File: src/rtl/motor_pkg.sv
// Shared definitions for the stepper-motor phase decoder and its companions.
// Contents:
//   state_t          decoder FSM states
//   PH_A..PH_CA      phase-bus codes, y[0]=A y[1]=B y[2]=C
//   N3, N6           beats per electrical cycle in three- and six-beat modes
//   phase_dist()     forward distance (idx - last) mod N
package motor_pkg;

    typedef enum logic [1:0] {
        ST_UNLOCK = 2'd0,
        ST_LOCKED = 2'd1,
        ST_ERROR  = 2'd2
    } state_t;

    localparam logic [2:0] PH_A  = 3'b001;
    localparam logic [2:0] PH_AB = 3'b011;
    localparam logic [2:0] PH_B  = 3'b010;
    localparam logic [2:0] PH_BC = 3'b110;
    localparam logic [2:0] PH_C  = 3'b100;
    localparam logic [2:0] PH_CA = 3'b101;

    localparam int N3 = 3;
    localparam int N6 = 6;

    // Both indices are below N, so a single conditional subtract is enough
    // to fold idx + N - last back into 0..N-1.
    function automatic logic [2:0] phase_dist(input logic [2:0] idx,
                                              input logic [2:0] last,
                                              input logic       six);
        logic [3:0] n;
        logic [3:0] d;
        n = six ? 4'(N6) : 4'(N3);
        d = {1'b0, idx} + n - {1'b0, last};
        if (d >= n) begin
            d = d - n;
        end
        return d[2:0];
    endfunction

endpackage

File: src/rtl/motor_phase_lut.sv
// Combinational phase-code lookup, shared with the distributor self-check.
// Ports:
//   code  in  3  phase-bus code (y[0]=A, y[1]=B, y[2]=C)
//   mode  in  1  0 = three-beat, 1 = six-beat
//   idx   out 3  phase index within the cycle (0 when illegal)
//   legal out 1  code is a valid phase in the selected mode
module motor_phase_lut
    import motor_pkg::*;
(
    input  logic [2:0] code,
    input  logic       mode,
    output logic [2:0] idx,
    output logic       legal
);

    always_comb begin
        idx   = 3'd0;
        legal = 1'b0;
        if (mode) begin
            case (code)
                PH_A:    begin idx = 3'd0; legal = 1'b1; end
                PH_AB:   begin idx = 3'd1; legal = 1'b1; end
                PH_B:    begin idx = 3'd2; legal = 1'b1; end
                PH_BC:   begin idx = 3'd3; legal = 1'b1; end
                PH_C:    begin idx = 3'd4; legal = 1'b1; end
                PH_CA:   begin idx = 3'd5; legal = 1'b1; end
                default: begin idx = 3'd0; legal = 1'b0; end
            endcase
        end else begin
            case (code)
                PH_A:    begin idx = 3'd0; legal = 1'b1; end
                PH_B:    begin idx = 3'd1; legal = 1'b1; end
                PH_C:    begin idx = 3'd2; legal = 1'b1; end
                default: begin idx = 3'd0; legal = 1'b0; end
            endcase
        end
    end

endmodule

File: src/rtl/motor_phase_decoder.sv
// Recovers step events, direction and a signed absolute position from the
// 3-line stepper phase bus; flags illegal codes and skipped beats.
// Ports:
//   CP      in   1      clock, rising edge
//   CR      in   1      asynchronous active-low reset
//   M       in   1      beat mode: 0 = three-beat, 1 = six-beat
//   y       in   3      phase lines (y[0]=A, y[1]=B, y[2]=C)
//   clr_err in   1      leaves ERROR (unless the current code is illegal)
//   pos     out  POS_W  signed step count, wraps mod 2^POS_W
//   dir     out  1      direction of last step, 1 = forward
//   step    out  1      one-cycle pulse per decoded step
//   locked  out  1      decoder holds a valid reference phase
//   err     out  1      sticky illegal-code / skipped-beat flag
// Build option:
//   DEC_SYNC_EN  adds a two-flop synchroniser on y and M ahead of the input
//                register (latency 4 edges instead of 2).
module motor_phase_decoder
    import motor_pkg::*;
#(
    parameter int POS_W = 16
) (
    input  logic                    CP,
    input  logic                    CR,
    input  logic                    M,
    input  logic [2:0]              y,
    input  logic                    clr_err,
    output logic signed [POS_W-1:0] pos,
    output logic                    dir,
    output logic                    step,
    output logic                    locked,
    output logic                    err
);

    localparam logic signed [POS_W-1:0] POS_ONE = POS_W'(1);

    logic [2:0] y_p0;
    logic       m_p0;
    logic [2:0] idx_p0;
    logic       legal_p0;
    logic [2:0] dist_p0;
    logic [2:0] back_p0;

    state_t     state;
    logic [2:0] last_idx;
    logic       lock_mode;

    // ---- stage p0: input register (optionally behind a synchroniser) ----
`ifdef DEC_SYNC_EN
    logic [2:0] y_s0, y_s1;
    logic       m_s0, m_s1;

    always_ff @(posedge CP or negedge CR) begin
        if (!CR) begin
            y_s0 <= 3'd0;
            y_s1 <= 3'd0;
            m_s0 <= 1'b0;
            m_s1 <= 1'b0;
            y_p0 <= 3'd0;
            m_p0 <= 1'b0;
        end else begin
            y_s0 <= y;
            y_s1 <= y_s0;
            m_s0 <= M;
            m_s1 <= m_s0;
            y_p0 <= y_s1;
            m_p0 <= m_s1;
        end
    end
`else
    always_ff @(posedge CP or negedge CR) begin
        if (!CR) begin
            y_p0 <= 3'd0;
            m_p0 <= 1'b0;
        end else begin
            y_p0 <= y;
            m_p0 <= M;
        end
    end
`endif

    motor_phase_lut lut_u (
        .code  (y_p0),
        .mode  (m_p0),
        .idx   (idx_p0),
        .legal (legal_p0)
    );

    // Distance is taken in the mode the lock was acquired in; a mode change
    // unlocks before this value is used.
    assign dist_p0 = phase_dist(idx_p0, last_idx, lock_mode);
    assign back_p0 = lock_mode ? 3'(N6 - 1) : 3'(N3 - 1);

    // ---- stage p1: FSM and registered outputs ----
    always_ff @(posedge CP or negedge CR) begin
        if (!CR) begin
            state     <= ST_UNLOCK;
            last_idx  <= 3'd0;
            lock_mode <= 1'b0;
            pos       <= '0;
            dir       <= 1'b0;
            step      <= 1'b0;
            locked    <= 1'b0;
            err       <= 1'b0;
        end else begin
            step <= 1'b0;
            case (state)
                ST_UNLOCK: begin
                    // Illegal codes are simply waited out while unlocked.
                    if (legal_p0) begin
                        state     <= ST_LOCKED;
                        locked    <= 1'b1;
                        last_idx  <= idx_p0;
                        lock_mode <= m_p0;
                    end
                end
                ST_LOCKED: begin
                    if (m_p0 != lock_mode) begin
                        // Mode switch: resynchronise rather than flag an error.
                        state  <= ST_UNLOCK;
                        locked <= 1'b0;
                    end else if (!legal_p0) begin
                        state  <= ST_ERROR;
                        locked <= 1'b0;
                        err    <= 1'b1;
                    end else if (dist_p0 == 3'd1) begin
                        pos      <= pos + POS_ONE;
                        dir      <= 1'b1;
                        step     <= 1'b1;
                        last_idx <= idx_p0;
                    end else if (dist_p0 == back_p0) begin
                        pos      <= pos - POS_ONE;
                        dir      <= 1'b0;
                        step     <= 1'b1;
                        last_idx <= idx_p0;
                    end else if (dist_p0 != 3'd0) begin
                        state  <= ST_ERROR;
                        locked <= 1'b0;
                        err    <= 1'b1;
                    end
                end
                ST_ERROR: begin
                    // An illegal code in the same cycle keeps the error latched.
                    if (clr_err && legal_p0) begin
                        state <= ST_UNLOCK;
                        err   <= 1'b0;
                    end
                end
                default: begin
                    state  <= ST_UNLOCK;
                    locked <= 1'b0;
                end
            endcase
        end
    end

endmodule

File: config.mk
export PLATFORM = sky130hd
export DESIGN_NAME = motor_phase_decoder
export DESIGN_NICKNAME = d
export VERILOG_FILES = /design/src/rtl/motor_pkg.sv /design/src/rtl/motor_phase_lut.sv /design/src/rtl/motor_phase_decoder.sv
export SDC_FILE = /design/constraint.sdc
export NUM_CORES = 1
export LEC_CHECK = 0
export CAP_MARGIN = 20
export CORE_ASPECT_RATIO = 0.8
export CORE_MARGIN = 4
export CORE_UTILIZATION = 40
export DETAILED_ROUTE_END_ITERATION = 12
export SLEW_MARGIN = 40
export SYNTH_ARGS = -nofsm -noshare
export SYNTH_HDL_FRONTEND = slang
export SYNTH_HIERARCHICAL = 1
export SYNTH_SLANG_ARGS = --single-unit
export TNS_END_PERCENT = 10
File: constraint.sdc
create_clock -name CP -period 5.8 [get_ports CP]
set_input_delay 1.16 -clock CP [delete_from_list [all_inputs] [get_ports CP]]
set_output_delay 1.16 -clock CP [all_outputs]
set_load 0.005 [all_outputs]
# Yosys cells after proc, flatten, opt, wreduce, memory -nomap -nowiden
# Cells that the tools add are included.
totals:
  reg_bits: 30
  input_bits: 7
  word_cells: 100
classes:
  n_addsub: 5
  magnitude_cmp: 1
  eq_ne: 22
  n_mux: 46
  bitwise_logic: 2
  n_reduce_logical: 14
op_table:
  columns: ["op", "n"]
  rows:
  - ["$mux 16", 2]
  - ["$mux 3", 9]
  - ["$mux 1", 22]
  - ["$add 16x2->16 const B", 1]
  - ["$sub 16x2->16 const B", 1]
  - ["$pmux 3 s5", 1]
  - ["$reduce_and 5->1", 3]
  - ["$mux 2", 7]
  - ["$ne 3x3->1 const B", 4]
  - ["$ne 4x4->1 const B", 3]
  - ["$eq 3x3->1 const B", 3]
  - ["$ne 2x2->1 const B", 4]
  - ["$eq 3x1->1 const B", 2]
  - ["$eq 3x2->1 const B", 2]
  - ["$pmux 2 s3", 1]
  - ["$pmux 3 s2", 1]
  - ["$reduce_and 6->1", 1]
  - ["$reduce_bool 2->1", 3]
  - ["$reduce_or 6->1", 1]
  - ["$add 3x3->4", 1]
  - ["$ge 4x3->1", 1]
  - ["$pmux 2 s2", 1]
  - ["$reduce_and 4->1", 1]
  - ["$sub 4x3->4", 1]
  - ["13 further kinds", 14]

# Longest topological paths before layout
# Gate-level depths: netlist of run 1.
depth:
  depth_word: 14
  depth_mapped: 28
  mapped_depth_nobuf: 24

# By module
# The synthesis of run 1 kept the hierarchy.
by_module_without_submodules:
  columns: ["module", "instances", "cells_each", "area_each_um2", "seq_area_each_um2"]
  rows:
  - ["motor_phase_decoder", 1, 263, 2318.5, 750.7]
  - ["motor_phase_lut", 1, 17, 126.4, 0.0]

# Worst setup path before layout of run 1
# OpenSTA, ideal clock, no wires.
synth_timing:
  kind: "register -> register"
  startpoint: "reg m_p0"
  endpoint: "reg pos[15]"
  setup_ns: 0.080
  arrival_time_ns: 5.310
  required_time_ns: 5.720
  slack_ns: 0.410
  path_stages_with_launch: 27
  path_buffers: 3
  synth_period_minus_slack_ns: 5.390
  path_cell_list: "dfrtp_1 and2b_4 nand2b_1 a21oi_1 inv_1 ha_1 fa_1 xnor2_1 ha_1 nand2_1 and3_1 o211a_1 a21o_1 buf_6 inv_2 buf_2 buf_2 ha_1 nand2_1 nor2_1 or3_1 o32a_1 o211ai_2 o21ai_1 a31oi_1 mux2i_1 xnor2_1"
synth_via:
  elab_chain_cells: 8
  elab_cells_between_ends: 14
  cone_classes: "3 x add/sub; 1 x order compare; 3 x eq/ne; 4 x mux; 1 x bitwise; 2 x reduce/logical"
synth_lines:
  columns: ["element", "line_no", "rtl"]
  rows:
  - ["from (decl)", "motor_phase_decoder.sv:37", "logic m_p0;"]
  - ["from (signal assigned)", "motor_phase_decoder.sv:73", "m_p0 <= 1'b0;"]
  - ["from (signal assigned)", "motor_phase_decoder.sv:76", "m_p0 <= M;"]
  - ["$mux 3 (*)", "motor_phase_lut.sv:19", "if (mode) begin"]
  - ["net idx_p0[1]", "motor_phase_decoder.sv:38", "logic [2:0] idx_p0;"]
  - ["$add 3x3->4 (*)", "motor_pkg.sv:33", "d = {1'b0, idx} + n - {1'b0, last};"]
  - ["$sub 4x3->4 (*)", "motor_pkg.sv:33", null]
  - ["$ge 4x3->1 or $sub 3x3->3 (tied branches)", "motor_pkg.sv:34, motor_pkg.sv:35", null]
  - ["$mux 3 (*)", "motor_pkg.sv:34", "if (d >= n) begin"]
  - ["$eq 3x1->1 or $eq 3x3->1 (tied branches)", "motor_phase_decoder.sv:125, motor_phase_decoder.sv:130", null]
  - ["$reduce_bool 2->1 (no source line)", null, null]
  - ["$reduce_and 4->1 (no source line)", null, null]
  - ["to (signal assigned)", "motor_phase_decoder.sv:126", "pos <= pos + POS_ONE;"]
  - ["to (signal assigned)", "motor_phase_decoder.sv:131", "pos <= pos - POS_ONE;"]
  - ["to (decl)", "motor_phase_decoder.sv:27", "output logic signed [POS_W-1:0] pos,"]
# The timed path passes the listed nets; every way through them passes the cells marked *.
# A chain may end at the register's enable or synchronous reset.

# Worst setup path in the final report of run 1
layout_timing:
  startpoint: "reg m_p0"
  endpoint: "reg pos[14]"
# Same word-level chain as after synthesis.

==> results of run 1 <==
## flip-flops by register name, indices dropped and copies added (netlist names)
| register | flops |
|---|---|
| dir | 1 |
| err | 1 |
| last_idx | 3 |
| lock_mode | 1 |
| locked | 1 |
| m_p0 | 1 |
| pos | 16 |
| state | 2 |
| step | 1 |
| y_p0 | 3 |
## synthesized netlist by cell type, drive strengths merged, types with 3 or more instances
library cell  count
clkbuf            3
o22ai             3
dfrtp            30
a311oi            3
nand3             8
xnor2            12
o31ai             4
o211ai            5
nand2            31
a21oi            23
xor2              7
mux2i             3
inv              22
and2              3
buf               8
and3              3
mux2              4
nor3              3
o21ai            14
nand2b            4
nor2             20
a21o              5
a211oi            4
or3               4
ha               17
## layout make-up
type / count / area, µm²
multi-input cells: 217 / 1570
flip-flops and latches: 30 / 751
repair buffers: 31 / 298
well taps: 81 / 101
clock buffers: 6 / 82.6
inverters: 22 / 82.6
fillers: 555 / 3010
clock inverters: 2 / 12.5
## routing by layer
metal | GRT usage [%] | up-vias | share of wire [%]
li1 | - | 1076 | -
met5 | 0 | - | 0
met3 | 3.10 | 13 | 3.9
met4 | 6.82 | 0 | 2.2
met2 | 23.8 | 42 | 40
met1 | 26.0 | 976 | 54
## how the worst min path moves through the flow
stage,cells past startpoint,slack (ns),to,startpoint
2_1_floorplan,1,0.47,pos[15],pos[15]
3_3_place_gp,1,0.46,dir,dir
6_report,1,0.49,dir,dir
3_5_place_dp,1,0.47,dir,dir
5_1_grt,1,0.50,pos[15],pos[15]
4_1_cts,1,0.49,pos[15],pos[15]
## kinds of logic after synthesis
group / count (synthesis) / share of synthesized area (%)
AND/OR/NAND/NOR: 91 / 18.5
AO/OA/AOI/OAI: 80 / 23.8
buffers and inverters: 33 / 6.24
flip-flops: 30 / 30.7
adder cells (fa/ha/maj): 20 / 10.8
XOR/XNOR: 19 / 6.81
multiplexers: 7 / 3.07
## timing repair
item                       in CTS  in global routing
gates resized for setup         0                  5
hold buffers                    0                  0
setup endpoints to repair       0                  5
setup buffers                   0                  1
## through the flow
stage	setup WS [ns]	instances	utilization [%]	area [µm²]
2_1_floorplan	0.410	280	-	2440
3_3_place_gp	0.208	380	46.9	2770
3_5_place_dp	0.179	380	46.9	2770
4_1_cts	0.155	388	48.5	2870
5_1_grt	0.0387	389	49.0	2900
6_report	0.427	389	49.0	2900
==> flow_summary.ini, run 1 <==
[clock_network]
clk_pin_slew_ns = 0.07
cts.htree.levels = 2
insertion_delay_ns = 0.30
cts_buffers = 5
cts-root-buf = clkbuf_8
cts_tree = done
clock_sinks = 30
cts_buffer_depth = 2

[worst_setup_path]
reg2reg_depth = 23
timing.rr.start = m_p0
arrival_ns = 5.55
cp_top_family = compound AO/OA/AOI/OAI gates
start_kind = flip-flop
crit_required_ns = 5.97
worstSetupEndpointType = flip-flop
max_stage_delay_ns = 0.48
worstSetupEndpoint = pos[14]
crit_path_cell_trace = and2b_4 > nand2b_1 > a21oi_1 > inv_1 > ha_1 > fa_1 > xnor2_2 > ha_2 > nand2_1 > and3_1 > o211a_1 > a21o_1 > xnor2_1 > ha_1 > o31ai_1 > nand2b_1 > o21ai_0 > a211oi_1 > o21ai_1 > o221ai_2 > a21oi_2 > nor4_1 > or3b_1
path_class = flip-flop to flip-flop
critical_path_buf_inv_count = 1
cp_max_fo = 7
path_depth = 23
critPathLaunch = m_p0
timing.reg2reg.setup_slack_ns = 0.43
critPathSlowestCell = fa_1
timing.rr.end = pos[14]

[drt]
vias = 2107
wire_per_inst_um = 14.8
drtPass1Iterations = 4
via_per_inst = 5.42
ant_nets = 0
drt_iter0_markers = 176
drt_wl_total_um = 5760
route.detailed.drc = 0

[global_route]
grt_first_pass_wirelength_um = 10100
grt_overflow = 0
track_usage_pct = 17.2
grt_pass1_vias = 2076
grt_max_degree = 31
antenna_found_initial = 0

[sta]
slew_viol_final = 0
final.setup.tns_ns = 0
rsz0062_at_grt = no
holdWs_ns = 0.488
setup-violations-final = 0
fin_crit_sh_pct = 92.6
tightest_slew_ns = 0.553
max_slew_margin_pct = 63.2
min_period_ns = 5.37
hold_viol_final = 0
fin_skew_ns = 0.00746
fmax_ghz = 0.186

[die]
start_util_pct = 41.4
fp.dieH_um = 77.9
coreArea_um2 = 5910
ios = 27
num_rows = 25
die-area_um2 = 7430
die_x_um = 95.4

[flow_run]
maxCapViolations = 0

[placed_design]
port_buffers = 26
dp_hpwl_um = 4220
gp_routability_congestion = 0.876

[yosys]
synth_top_area_share_pct = 30.7
ys_types = 62
synth_top_area_cell = dfrtp_1
async_reset_ff_share_pct = 100
yosys_warnings = 6
avgSynthCellArea_um2 = 8.73
yosysSeqAreaShare_pct = 30.7
ys_seq_elements = 30
yosys-top-cells-area = dfrtp_1 31%, ha_1 8.7%, nand2_1 4.8%
synth_area_um2 = 2440
syn_nets = 306
synth_top_flop_cell = dfrtp_1
synthCells = 280
synth-edff-count = 0

[outcome]
status = finished clean

[final_layout]
diodes = 0
nets = 333
drive_above_1_share_pct = 12.3
layout_common_cells = 31 x nand2_1, 30 x dfrtp_1, 26 x clkdlybuf4s50_1
syn_to_final_growth_pct = 18.5
final_common_cell = nand2_1

[worst_hold_path]
hold_class = flip-flop to flip-flop
Power of run 1 is left out: the tool's default activity adds up to more than one toggle a clock period on the data nets, which glitch-free logic cannot reach.
==> inputs of run 2 (changes only) <==
--- a/config.mk
+++ b/config.mk
@@ -10,6 +10,8 @@
 export CORE_MARGIN = 4
 export CORE_UTILIZATION = 40
 export DETAILED_ROUTE_END_ITERATION = 12
+export HOLD_SLACK_MARGIN = 0.1
+export RECOVER_POWER = 100
 export SLEW_MARGIN = 40
 export SYNTH_ARGS = -nofsm -noshare
 export SYNTH_HDL_FRONTEND = slang
==> flow_summary.ini, run 2 (same netlist as run 1, synthesis figures left out) <==
[outcome]
status = finished with violations
failed_checks = max-capacitance violations, max-slew violations

[die]
start_util_pct = 41.4
num_rows = 25
coreArea_um2 = 5910
ios = 27
fp.dieH_um = 77.9
die_x_um = 95.4
die-area_um2 = 7430

[worst_setup_path]
worstSetupEndpointType = flip-flop
max_stage_delay_ns = 0.46
path_class = flip-flop to flip-flop
timing.rr.end = pos[15]
timing.reg2reg.setup_slack_ns = 0.36
arrival_ns = 5.67
reg2reg_depth = 23
crit_required_ns = 6.03
crit_path_cell_trace = and2b_4 > nand2b_1 > a21oi_1 > inv_1 > ha_1 > fa_1 > xnor2_1 > ha_2 > nor2_1 > and3_1 > o41ai_4 > a21o_1 > inv_2 > ha_1 > nand2_1 > nor2_1 > or3_1 > o32a_1 > o211ai_1 > o21ai_1 > a31oi_1 > mux2i_1 > xnor2_1
start_kind = flip-flop
path_depth = 23
worstSetupEndpoint = pos[15]
critPathLaunch = m_p0
critical_path_buf_inv_count = 2
cp_top_family = compound AO/OA/AOI/OAI gates
cp_max_fo = 7
critPathSlowestCell = dfrtp_1
timing.rr.start = m_p0

[flow_run]
maxCapViolations = 1

[clock_network]
cts_buffers = 5
cts-root-buf = clkbuf_8
cts_tree = done
clk_pin_slew_ns = 0.08
insertion_delay_ns = 0.30
cts_buffer_depth = 2
postCtsHoldBufs = 0
clock_sinks = 30
cts.htree.levels = 2

[drt]
route.detailed.drc = 0
ant_nets = 0
via_per_inst = 5.38
wire_per_inst_um = 14.9
drt_wl_total_um = 5800
drt_iter0_markers = 179
vias = 2094
drtPass1Iterations = 4

[final_layout]
nets = 333
multi_input_area_um2 = 1530
seq_area_um2 = 751
regMostFlops = pos
fin_area_um2 = 2860
layout_common_cells = 31 x nand2_1, 30 x dfrtp_1, 25 x dlygate4sd3_1
largest_register_ffs = 16
largestRegisters = pos (16), last_idx (3), y_p0 (3)
final_common_cell = nand2_1
syn_to_final_growth_pct = 16.9
diodes = 0
fillers = 562
drive_above_1_share_pct = 9.74

[placed_design]
postPlaceCellArea_um2 = 2770
gp_routability_congestion = 0.876
port_buffers = 26
dp_hpwl_um = 4220

[sta]
setup-violations-final = 0
hold_viol_final = 0
slew_viol_final = 31
min_period_ns = 5.44
fin_crit_sh_pct = 93.8
final.setup.tns_ns = 0
rsz0062_at_grt = no
fin_skew_ns = 0.00742
tightest_slew_ns = 1.70
max_slew_margin_pct = -13.3
fmax_ghz = 0.184

[global_route]
grt_max_degree = 31
grt_first_pass_wirelength_um = 10100
track_usage_pct = 17.2
grt_overflow = 0
grt_pass1_vias = 2076
antenna_found_initial = 0

[worst_hold_path]
hold_class = flip-flop to flip-flop
-- run 2: final cells by class --
type,instances,share of cell area [%]
Clock inverter,2,0.438
Sequential cell,30,26.3
Tap cell,81,3.55
Inverter,22,2.89
Multi-Input combinational cell,217,53.7
Timing Repair Buffer,31,10.3
Clock buffer,6,2.89
-- run 2: through the flow --
step	worst slack (ns)	util, %	hold slack (ns)	std cells
4_1_cts	0.155	48.5	0.493	388
3_3_place_gp	0.208	46.9	0.463	380
3_5_place_dp	0.179	46.9	0.474	380
5_1_grt	0.0221	48.3	0.500	389
2_1_floorplan	0.410	-	0.469	280
6_report	0.358	48.3	0.481	389
-- run 2: worst reg2reg max path: stages (launching register included) --
cell	delay, ns
dfrtp_1	0.46
and2b_4	0.28
nand2b_1	0.05
a21oi_1	0.19
inv_1	0.07
ha_1	0.33
fa_1	0.45
xnor2_1	0.24
ha_2	0.22
nor2_1	0.04
and3_1	0.23
o41ai_4	0.35
a21o_1	0.31
inv_2	0.06
ha_1	0.35
nand2_1	0.12
nor2_1	0.08
or3_1	0.32
o32a_1	0.30
o211ai_1	0.15
o21ai_1	0.20
a31oi_1	0.21
mux2i_1	0.24
xnor2_1	0.13
-- run 2: timing repair --
item,4_1_cts,5_1_grt
buffers inserted,0,1
resized for setup,0,5
endpoints found under the setup margin,0,5
-- run 2: metal layers --
| metal | global-route usage [%] | routed length (µm) | up-vias |
|---|---|---|---|
| met5 | 0 | 0 | - |
| met2 | 23.8 | 2330 | 35 |
| met3 | 3.10 | 197 | 10 |
| met4 | 6.82 | 105 | 0 |
| met1 | 26.0 | 3160 | 975 |
| li1 | - | - | 1074 |
-- run 2: how the worst min path moves through the flow --
stage	start	to	slack, ns	cells after the start
3_5_place_dp	dir	dir	0.47	1
2_1_floorplan	pos[15]	pos[15]	0.47	1
6_report	dir	dir	0.48	1
3_3_place_gp	dir	dir	0.46	1
4_1_cts	pos[15]	pos[15]	0.49	1
5_1_grt	pos[15]	pos[15]	0.50	1
Power of run 2 is left out for the same reason.
